## src/rtl/time_keeper.sv

```systemverilog
// time_keeper: 24-hour BCD clock with a prescaled seconds tick, manual set and 12/24-hour display.
// Build with TIME_KEEPER_ALARM_EN defined to include the HH:MM alarm and the Alarm_Out latch.
module time_keeper #(
  parameter int unsigned TICK_DIV       = 100000000,
  parameter int unsigned HOLD_RESET_SEC = 1
) (
  input  logic       Clk_100M,
  input  logic       Reset,
  input  logic       Inc_Min,
  input  logic       Inc_Hour,
  input  logic       Hold,
  input  logic       Mode_12h,
  input  logic       Alarm_Sel,
  input  logic       Alarm_Ack,
  output logic [3:0] Hours_Tens,
  output logic [3:0] Hours_Units,
  output logic [3:0] Min_Tens,
  output logic [3:0] Min_Units,
  output logic [5:0] Seconds,
  output logic       Pm,
  output logic       Sec_Pulse,
  output logic       Alarm_Out
);

  localparam int unsigned  PW         = $clog2(TICK_DIV);
  localparam logic [PW-1:0] PRESC_LAST = PW'(TICK_DIV - 1);
  localparam logic [5:0]   SEC_LAST   = 6'd59;

  typedef struct packed {
    logic [1:0] ht;
    logic [3:0] hu;
    logic [2:0] mt;
    logic [3:0] mu;
  } hhmm_t;

  // Minutes 00..59 in BCD, no carry into the hour.
  function automatic hhmm_t inc_min(input hhmm_t t);
    hhmm_t r;
    r = t;
    if (t.mu == 4'd9) begin
      r.mu = 4'd0;
      r.mt = (t.mt == 3'd5) ? 3'd0 : t.mt + 3'd1;
    end else begin
      r.mu = t.mu + 4'd1;
    end
    return r;
  endfunction

  // Hours 00..23 in BCD, wrapping to 00.
  function automatic hhmm_t inc_hour(input hhmm_t t);
    hhmm_t r;
    r = t;
    if (t.ht == 2'd2 && t.hu == 4'd3) begin
      r.ht = 2'd0;
      r.hu = 4'd0;
    end else if (t.hu == 4'd9) begin
      r.ht = t.ht + 2'd1;
      r.hu = 4'd0;
    end else begin
      r.hu = t.hu + 4'd1;
    end
    return r;
  endfunction

  logic [PW-1:0] presc_q, presc_d;
  logic          hold_q, hold_d;
  logic [5:0]    sec_q, sec_d;
  hhmm_t         time_q, time_d;

  logic [3:0]    hours_tens_q, hours_tens_d;
  logic [3:0]    hours_units_q, hours_units_d;
  logic [3:0]    min_tens_q, min_tens_d;
  logic [3:0]    min_units_q, min_units_d;
  logic [5:0]    seconds_out_q, seconds_out_d;
  logic          pm_q, pm_d;
  logic          sec_pulse_q, sec_pulse_d;

  logic          hold_rise_c;
  logic          tick_c;
  logic [5:0]    tick_sec_c;
  hhmm_t         ticked_c;
  hhmm_t         disp_src_c;
  logic          inc_min_time_c;
  logic          inc_hour_time_c;

  // Prescaler, tick carry chain, then manual increments on the post-tick value.
  always_comb begin
    hold_rise_c = Hold & ~hold_q & (HOLD_RESET_SEC != 32'd0);
    tick_c      = ~Hold & (presc_q == PRESC_LAST);

    presc_d = presc_q;
    if (hold_rise_c || tick_c) begin
      presc_d = '0;
    end else if (!Hold) begin
      presc_d = presc_q + PW'(1);
    end

    tick_sec_c = sec_q;
    ticked_c   = time_q;
    if (tick_c) begin
      if (sec_q == SEC_LAST) begin
        tick_sec_c = '0;
        ticked_c   = inc_min(time_q);
        if (time_q.mt == 3'd5 && time_q.mu == 4'd9) begin
          ticked_c = inc_hour(ticked_c);
        end
      end else begin
        tick_sec_c = sec_q + 6'd1;
      end
    end

    sec_d  = tick_sec_c;
    time_d = ticked_c;
    if (inc_min_time_c) begin
      time_d = inc_min(time_d);
    end
    if (inc_hour_time_c) begin
      time_d = inc_hour(time_d);
    end

    hold_d      = Hold;
    sec_pulse_d = tick_c;

    if (Reset) begin
      presc_d     = '0;
      hold_d      = 1'b0;
      sec_d       = '0;
      time_d      = '0;
      sec_pulse_d = 1'b0;
    end
  end

  // Display registers follow the stored time one cycle later; reset shows midnight.
  always_comb begin
    disp_src_c = time_q;
    if (Reset) begin
      disp_src_c = '0;
    end

    hours_tens_d  = {2'b00, disp_src_c.ht};
    hours_units_d = disp_src_c.hu;
    min_tens_d    = {1'b0, disp_src_c.mt};
    min_units_d   = disp_src_c.mu;
    seconds_out_d = Reset ? 6'd0 : sec_q;
    pm_d          = (disp_src_c.ht == 2'd2) ||
                    (disp_src_c.ht == 2'd1 && disp_src_c.hu >= 4'd2);

    if (Mode_12h) begin
      if (disp_src_c.ht == 2'd0 && disp_src_c.hu == 4'd0) begin
        hours_tens_d  = 4'd1;
        hours_units_d = 4'd2;
      end else if (disp_src_c.ht == 2'd1 && disp_src_c.hu >= 4'd3) begin
        hours_tens_d  = 4'd0;
        hours_units_d = disp_src_c.hu - 4'd2;
      end else if (disp_src_c.ht == 2'd2) begin
        // 20..23 map to 08..11
        if (disp_src_c.hu <= 4'd1) begin
          hours_tens_d  = 4'd0;
          hours_units_d = disp_src_c.hu + 4'd8;
        end else begin
          hours_tens_d  = 4'd1;
          hours_units_d = disp_src_c.hu - 4'd2;
        end
      end
    end
  end

  always_ff @(posedge Clk_100M) begin
    presc_q       <= presc_d;
    hold_q        <= hold_d;
    sec_q         <= sec_d;
    time_q        <= time_d;
    hours_tens_q  <= hours_tens_d;
    hours_units_q <= hours_units_d;
    min_tens_q    <= min_tens_d;
    min_units_q   <= min_units_d;
    seconds_out_q <= seconds_out_d;
    pm_q          <= pm_d;
    sec_pulse_q   <= sec_pulse_d;
  end

  assign Hours_Tens  = hours_tens_q;
  assign Hours_Units = hours_units_q;
  assign Min_Tens    = min_tens_q;
  assign Min_Units   = min_units_q;
  assign Seconds     = seconds_out_q;
  assign Pm          = pm_q;
  assign Sec_Pulse   = sec_pulse_q;

`ifdef TIME_KEEPER_ALARM_EN
  hhmm_t      alarm_q, alarm_d;
  logic [5:0] alarm_cnt_q, alarm_cnt_d;
  logic       alarm_out_q, alarm_out_d;
  logic       alarm_hit_c;

  assign inc_min_time_c  = Inc_Min  & ~Alarm_Sel;
  assign inc_hour_time_c = Inc_Hour & ~Alarm_Sel;

  // Alarm fires on the tick landing on HH:MM:00; Ack beats a same-cycle set; 60 ticks time out.
  always_comb begin
    alarm_d     = alarm_q;
    alarm_cnt_d = alarm_cnt_q;
    alarm_out_d = alarm_out_q;
    alarm_hit_c = tick_c && (tick_sec_c == 6'd0) && (ticked_c == alarm_q);

    if (Alarm_Sel && Inc_Min) begin
      alarm_d = inc_min(alarm_d);
    end
    if (Alarm_Sel && Inc_Hour) begin
      alarm_d = inc_hour(alarm_d);
    end

    if (Alarm_Ack) begin
      alarm_out_d = 1'b0;
    end else if (alarm_hit_c) begin
      alarm_out_d = 1'b1;
      alarm_cnt_d = '0;
    end else if (alarm_out_q && tick_c) begin
      if (alarm_cnt_q == SEC_LAST) begin
        alarm_out_d = 1'b0;
      end else begin
        alarm_cnt_d = alarm_cnt_q + 6'd1;
      end
    end

    if (Reset) begin
      alarm_d     = '0;
      alarm_cnt_d = '0;
      alarm_out_d = 1'b0;
    end
  end

  always_ff @(posedge Clk_100M) begin
    alarm_q     <= alarm_d;
    alarm_cnt_q <= alarm_cnt_d;
    alarm_out_q <= alarm_out_d;
  end

  assign Alarm_Out = alarm_out_q;
`else
  logic unused_alarm_c;

  assign inc_min_time_c  = Inc_Min;
  assign inc_hour_time_c = Inc_Hour;
  assign unused_alarm_c  = Alarm_Sel ^ Alarm_Ack;
  assign Alarm_Out       = 1'b0;
`endif

endmodule
```

## config.mk

```make
export PLATFORM = sky130hd
export DESIGN_NAME = time_keeper
export DESIGN_NICKNAME = d
export VERILOG_FILES = /design/src/rtl/time_keeper.sv
export SDC_FILE = /design/constraint.sdc
export NUM_CORES = 1
export LEC_CHECK = 0
export CAP_MARGIN = 40
export CELL_PAD_IN_SITES_DETAIL_PLACEMENT = 1
export CELL_PAD_IN_SITES_GLOBAL_PLACEMENT = 1
export CORE_MARGIN = 2
export CORE_UTILIZATION = 48
export CTS_BUF_LIST = sky130_fd_sc_hd__clkbuf_2
export DETAILED_ROUTE_END_ITERATION = 8
export PLACE_DENSITY_LB_ADDON = 0.1
export SLEW_MARGIN = 20
export SYNTH_ARGS = -nofsm -noshare
export SYNTH_HDL_FRONTEND = slang
export SYNTH_SLANG_ARGS = --single-unit
export TNS_END_PERCENT = 100
```

## constraint.sdc

```tcl
create_clock -name Clk_100M -period 6.7 [get_ports Clk_100M]
set_clock_uncertainty 0.2 [all_clocks]
set_input_delay 1.34 -clock Clk_100M [delete_from_list [all_inputs] [get_ports Clk_100M]]
set_output_delay 1.34 -clock Clk_100M [all_outputs]
set_load 0.02 [all_outputs]
```

==> impl_metrics.yaml, run 1 <==
route:
  wl_per_cell_microns: 14.5
  first_iter_violations: 106
  vias: 2843
  drt_pass1_iterations: 4
  drt-total-wl_microns: 7610
  post_drt_via_cell_ratio: 5.42
  route.detailed.drc: 0
  ant_nets: 0
floorplan:
  fp-row-count: 30
  die_w_microns: 88.6
  initial_core_util: 0.500
  chipHeight_microns: 88.6
  ios: 33
  dieArea_sq_mm: 0.00785
  core_sq_mm: 0.00687
layout:
  drive_above_1_share: 0.0676
  num_antenna_cells: 0
  area_growth_pct: 11.8
  layout_common_cells: "dfxtp_1, nor2_1, nand2_1"
  fillers: 856
  final_common_cell: "dfxtp_1"
  final_nets: 444
  final_area_sq_mm: 0.00384
synth:
  synth.avg_cell_area_sq_um: 8.57
  synth_cells: 401
  muxShareOfSynthArea: 0.0310
  synth_fa_ha_area_frac: 0.0401
  yosys_warnings: 0
  synth_compound_area_frac: 0.110
  seq_area_frac_synth: 0.396
  synth_edf_count: 0
  yosys_most_used_dff: "dfxtp_1"
  synth_xor_area_frac: 0.0714
  ys_seq_elements: 68
  synthDistinctLibCells: 63
  synth_top_family_by_area: "simple AND/OR/NAND/NOR gates"
  async_reset_ff_frac: 0
  netlist_area_sq_mm: 0.00344
  yosys.area_share.simple: 0.310
setup_path:
  path_class: "in2reg"
  cp_slowest_cell: "nor3_1"
  critPathArrivalTime_ns: 4.39
  cpPeakStageDelay_ns: 0.58
  start_kind: "input pin"
  critPathRequiredTime_ns: 6.92
  cp_max_fo: 8
  crit_chain: "clkdlybuf4s50_1 -> and4b_1 -> nand4_1 -> nor3_1 -> nor4b_1 -> a21o_1 -> ha_1 -> nand4_1 -> and4b_1 -> mux2_2"
  end_kind: "register"
clock_network:
  clk_latency_ns: 0.51
  cts_tree: "yes"
  numClockSinks: 68
  ctsResizeCount: 0
  cts_max_path_buffers: 2
  cts_buffers: 9
  cts_setup_buffers: 0
  hold_buffers: 0
  htreeDepth: 3
  clk_pin_slew_ns: 0.19
  clockRootBuffer: "clkbuf_2"
sta:
  final-hold-violation-count: 0
  min_period_ns: 4.17
  drv_slew: 0
  worst_slew_pin_slew_ns: 0.594
  rsz0062_at_grt: "false"
  finalSetupTns_ns: 0
  setup_violations: 0
  finalWorstSetupSlack_ns: 2.53
  slew_headroom: 0.593
  fin_crit_sh: 0.622
  max_freq_ghz: 0.240
power_and_ir_drop:
  ir_worst_vdd_uv: 82.1
  p_leak_nw: 1.39
  cellPowerDensity_mw_per_mm2: 172
placement:
  place_hpwl_microns: 5630
  numPortBuffers: 26
  place_congestion: 0.810
  post-place-ws_ns: 1.98
  placed_area_sq_mm: 0.00376
global_route:
  grt_pass1_wl_microns: 12900
  grt-ovfl-total: 0
  antenna_found_initial: 0
  grt_max_degree: 43
  grt_pass1_vias: 2794
  grtUsageTotal: 0.209
run:
  cap_violations: 0
run_status:
  status: "complete, no violations"
min_path:
  hold_class: "reg2reg"
[synth_stat cells (3+ instances only)]
cell | count | area (sq um)
nor4_1 | 3 | 18.8
and2_1 | 4 | 25.0
nor3b_1 | 4 | 30.0
inv_1 | 13 | 48.8
dfxtp_1 | 68 | 1360
clkbuf_1 | 10 | 37.5
buf_4 | 4 | 30.0
or3_1 | 7 | 43.8
nand4b_1 | 3 | 26.3
nand4_1 | 11 | 68.8
o21ai_0 | 12 | 60.1
and4_1 | 4 | 35.0
and4b_1 | 4 | 40.0
a21o_1 | 3 | 22.5
mux2i_1 | 5 | 50.1
nor2b_1 | 16 | 100
nand3_1 | 14 | 70.1
buf_1 | 3 | 11.3
xnor2_1 | 12 | 105
nor2_1 | 50 | 188
nand2b_1 | 5 | 31.3
mux2_2 | 3 | 33.8
a21oi_1 | 21 | 105
nand2_1 | 34 | 128
and3_1 | 5 | 31.3
xor2_1 | 16 | 140
nor3_1 | 13 | 65.1
ha_1 | 11 | 138
[per-stage QoR]
stage                util  total power [W]  instances  hold WS (ns)
floorplan               -         0.000458        404         0.254
global placement    0.545         0.000471        509         0.266
detailed placement  0.547         0.000474        510         0.294
CTS                 0.559         0.000669        525         0.314
global route        0.559         0.000694        525         0.339
finish              0.559         0.000660        525         0.306
[cell type report]
type,count,area (sq um),share of cell area
repair buffers,28,283,0.0736
clock inverters,5,30.0,0.00782
flip-flops and latches,68,1360,0.355
well taps,96,120,0.0313
clock buffers,10,50.0,0.0130
multi-input cells,305,1950,0.507
inverters,13,48.8,0.0127
[registers in the layout, summed over array words and instances (netlist names)]
signal / flops
Min_Units: 4
presc_q: 27
sec_q: 6
hold_q: 1
Hours_Units: 4
Hours_Tens: 2
Sec_Pulse: 1
time_q: 13
Seconds: 6
Min_Tens: 3
Pm: 1
[worst max-delay path, delay by kind of cell]
family	cells	cell delay, ns
buffers and inverters	1	0.57
AND/OR/NAND/NOR	6	1.91
AO/OA/AOI/OAI	1	0.14
multiplexers	1	0.26
adder cells (fa/ha/maj)	1	0.17
[path summary, 6_finish.rpt]
| kind | from | to | slack, ns | cells past startpoint |
|---|---|---|---|---|
| setup / recovery | Hold | time_q[7]$_SDFF_PP0_ | 2.53 | 10 |
| hold / removal | presc_q[23]$_SDFFE_PP0N_ | presc_q[23]$_SDFFE_PP0N_ | 0.31 | 2 |
| setup reg to reg | presc_q[9]$_SDFFE_PP0N_ | time_q[7]$_SDFF_PP0_ | 2.85 | 11 |
| hold reg to reg | presc_q[23]$_SDFFE_PP0N_ | presc_q[23]$_SDFFE_PP0N_ | 0.31 | 2 |
[power breakdown]
| part | total [W] | switching (W) | internal, W |
|---|---|---|---|
| clock network | 0.000195 | 0.000149 | 0.0000461 |
| logic | 0.0000499 | 0.0000288 | 0.0000211 |
| registers | 0.000416 | 0.00000550 | 0.000410 |
[layer usage]
metal  vias up  track usage  wire, microns
li1       1440            -              -
met5         -            0              0
met3        11       0.0345            180
met4         0       0.0868            108
met2        43        0.338           3610
met1      1349        0.276           3710
[cell families after synthesis]
kind of cell | count (synthesis)
AO/OA/AOI/OAI | 57
XOR/XNOR | 28
adder cells (fa/ha/maj) | 11
buffers and inverters | 31
flip-flops | 68
multiplexers | 10
other | 1
AND/OR/NAND/NOR | 195
Power figures use the tool's default switching activity.
==> run 2: changes to the inputs <==
--- a/config.mk
+++ b/config.mk
@@ -9,7 +9,7 @@
 export CELL_PAD_IN_SITES_DETAIL_PLACEMENT = 1
 export CELL_PAD_IN_SITES_GLOBAL_PLACEMENT = 1
 export CORE_MARGIN = 2
-export CORE_UTILIZATION = 48
+export CORE_UTILIZATION = 40
 export CTS_BUF_LIST = sky130_fd_sc_hd__clkbuf_2
 export DETAILED_ROUTE_END_ITERATION = 8
 export PLACE_DENSITY_LB_ADDON = 0.1
==> constraint.sdc (replaced) <==
create_clock -name Clk_100M -period 3.7 [get_ports Clk_100M]
set_clock_uncertainty 0.2 [all_clocks]
set_input_delay 0.74 -clock Clk_100M [delete_from_list [all_inputs] [get_ports Clk_100M]]
set_output_delay 0.74 -clock Clk_100M [all_outputs]
set_load 0.02 [all_outputs]
==> run 2 against run 1 <==
Net effect: count of clock-buffer cells in the layout down 1; die area up 19%; sequential power up 81%; flip-flop and latch count unchanged; critical endpoint unchanged; highest routed layer unchanged; final cell count up 4.2%; worst setup slack worse by 2.3 ns; final area up 4.0%; worst hold slack better by 0.0045 ns; clock power up 150%.
==> impl_metrics.yaml, run 2 (synthesized netlist as in run 1, its figures left out) <==
clock_network:
  cts_buffers: 9
  htreeDepth: 3
  clockRootBuffer: "clkbuf_2"
  cts_setup_buffers: 0
  cts_tree: "yes"
  cts_max_path_buffers: 2
  hold_buffers: 0
  clk_latency_ns: 0.52
  clk_pin_slew_ns: 0.19
  numClockSinks: 68
  ctsResizeCount: 0
sta:
  final-hold-violation-count: 0
  max_freq_ghz: 0.289
  rsz0062_at_grt: "false"
  setup_violations: 0
  drv_slew: 0
  finalSetupTns_ns: 0
  min_period_ns: 3.47
  fin_crit_sh: 0.937
layout:
  num_antenna_cells: 0
  reg_top3: "presc_q (27), time_q (13)"
  final_nets: 457
  area_growth_pct: 16.3
  largest_reg_flops: 27
  layout_common_cells: "dfxtp_1, nor2_1, nand2_1"
  final_common_cell: "dfxtp_1"
  drive_above_1_share: 0.0995
  largest_register: "presc_q"
floorplan:
  die_w_microns: 96.7
  ios: 33
  initial_core_util: 0.416
  fp-row-count: 33
  dieArea_sq_mm: 0.00935
  chipHeight_microns: 96.7
  core_sq_mm: 0.00826
global_route:
  grt_max_degree: 33
  grtUsageTotal: 0.178
  grt-ovfl-total: 0
  grt_pass1_vias: 2983
  antenna_found_initial: 0
  grt_pass1_wl_microns: 13800
route:
  route.detailed.drc: 0
  drt-total-wl_microns: 7770
  vias: 2886
  wl_per_cell_microns: 14.2
  drt_pass1_iterations: 4
  post_drt_via_cell_ratio: 5.28
  ant_nets: 0
  first_iter_violations: 97
setup_path:
  path_delay_family: "simple AND/OR/NAND/NOR gates"
  path_class: "reg2reg"
  critPathRequiredTime_ns: 3.96
  cp.buffers_inverters: 1
  crit_chain: "or4b_1 -> or4_4 -> buf_4 -> or2_2 -> nor4_1 -> mux2i_1 -> ha_1 -> nand4_1 -> and4b_1 -> mux2_2"
  reg2reg_slack_ns: 0.23
  cp_slowest_cell: "or4_4"
  critPathArrivalTime_ns: 3.72
  cpPeakStageDelay_ns: 0.59
  start_kind: "register"
  end_kind: "register"
  cp_max_fo: 7
placement:
  place_hpwl_microns: 5670
  place_congestion: 0.802
  numPortBuffers: 26
run_status:
  status: "complete, no violations"
run:
  cap_violations: 0
power_and_ir_drop:
  cellPowerDensity_mw_per_mm2: 333
  p_leak_nw: 1.48
  fin_total_pwr_w: 0.00133
  ir_worst_vdd_uv: 177
min_path:
  hold_class: "reg2reg"
==> run 2: worst register-to-register path: stages, from the launching register on <==
cell     delay (ns)
dfxtp_1        0.39
or4b_1         0.51
or4_4          0.59
buf_4          0.19
or2_2          0.30
nor4_1         0.35
mux2i_1        0.20
ha_1           0.27
nand4_1        0.07
and4b_1        0.21
mux2_2         0.14
==> run 2: per-stage QoR <==
stage / setup WS (ns) / instances / cell area (sq um) / hold WS, ns / util
after floorplan: 0.372 / 404 / 3450 / 0.254 / -
after global placement: 0.0905 / 532 / 3860 / 0.271 / 0.468
after detailed placement: 0.0280 / 532 / 3860 / 0.294 / 0.468
after CTS: 0.115 / 547 / 3990 / 0.317 / 0.483
after global routing: 0.0423 / 547 / 4000 / 0.346 / 0.484
final: 0.234 / 547 / 4000 / 0.310 / 0.484
==> run 2: power by group <==
| group | total (W) | switching (W) | internal (W) |
|---|---|---|---|
| combinational | 0.0000918 | 0.0000524 | 0.0000394 |
| sequential | 0.000754 | 0.0000108 | 0.000743 |
| clock | 0.000486 | 0.000270 | 0.000216 |
==> run 2: path summary, 6_finish.rpt <==
path / startpoint / endpoint / cells after the start
hold reg to reg: presc_q[19]$_SDFFE_PP0N_ / presc_q[19]$_SDFFE_PP0N_ / 2
setup reg to reg: presc_q[8]$_SDFFE_PP0N_ / time_q[7]$_SDFF_PP0_ / 10
setup / recovery: presc_q[8]$_SDFFE_PP0N_ / time_q[7]$_SDFF_PP0_ / 10
hold / removal: presc_q[19]$_SDFFE_PP0N_ / presc_q[19]$_SDFFE_PP0N_ / 2
==> run 2: cell type report <==
cell class	count	area (sq um)
Fill cell	993	4260
Multi-Input combinational cell	305	1960
Sequential cell	68	1360
Timing Repair Buffer	41	373
Tap cell	105	131
Clock inverter	6	80.1
Inverter	13	48.8
Clock buffer	9	45.0
==> run 2: layer usage <==
layer,track usage,routed length (microns)
met1,0.220,3740
met5,0,0
met4,0.0488,99
met2,0.302,3710
met3,0.0542,217
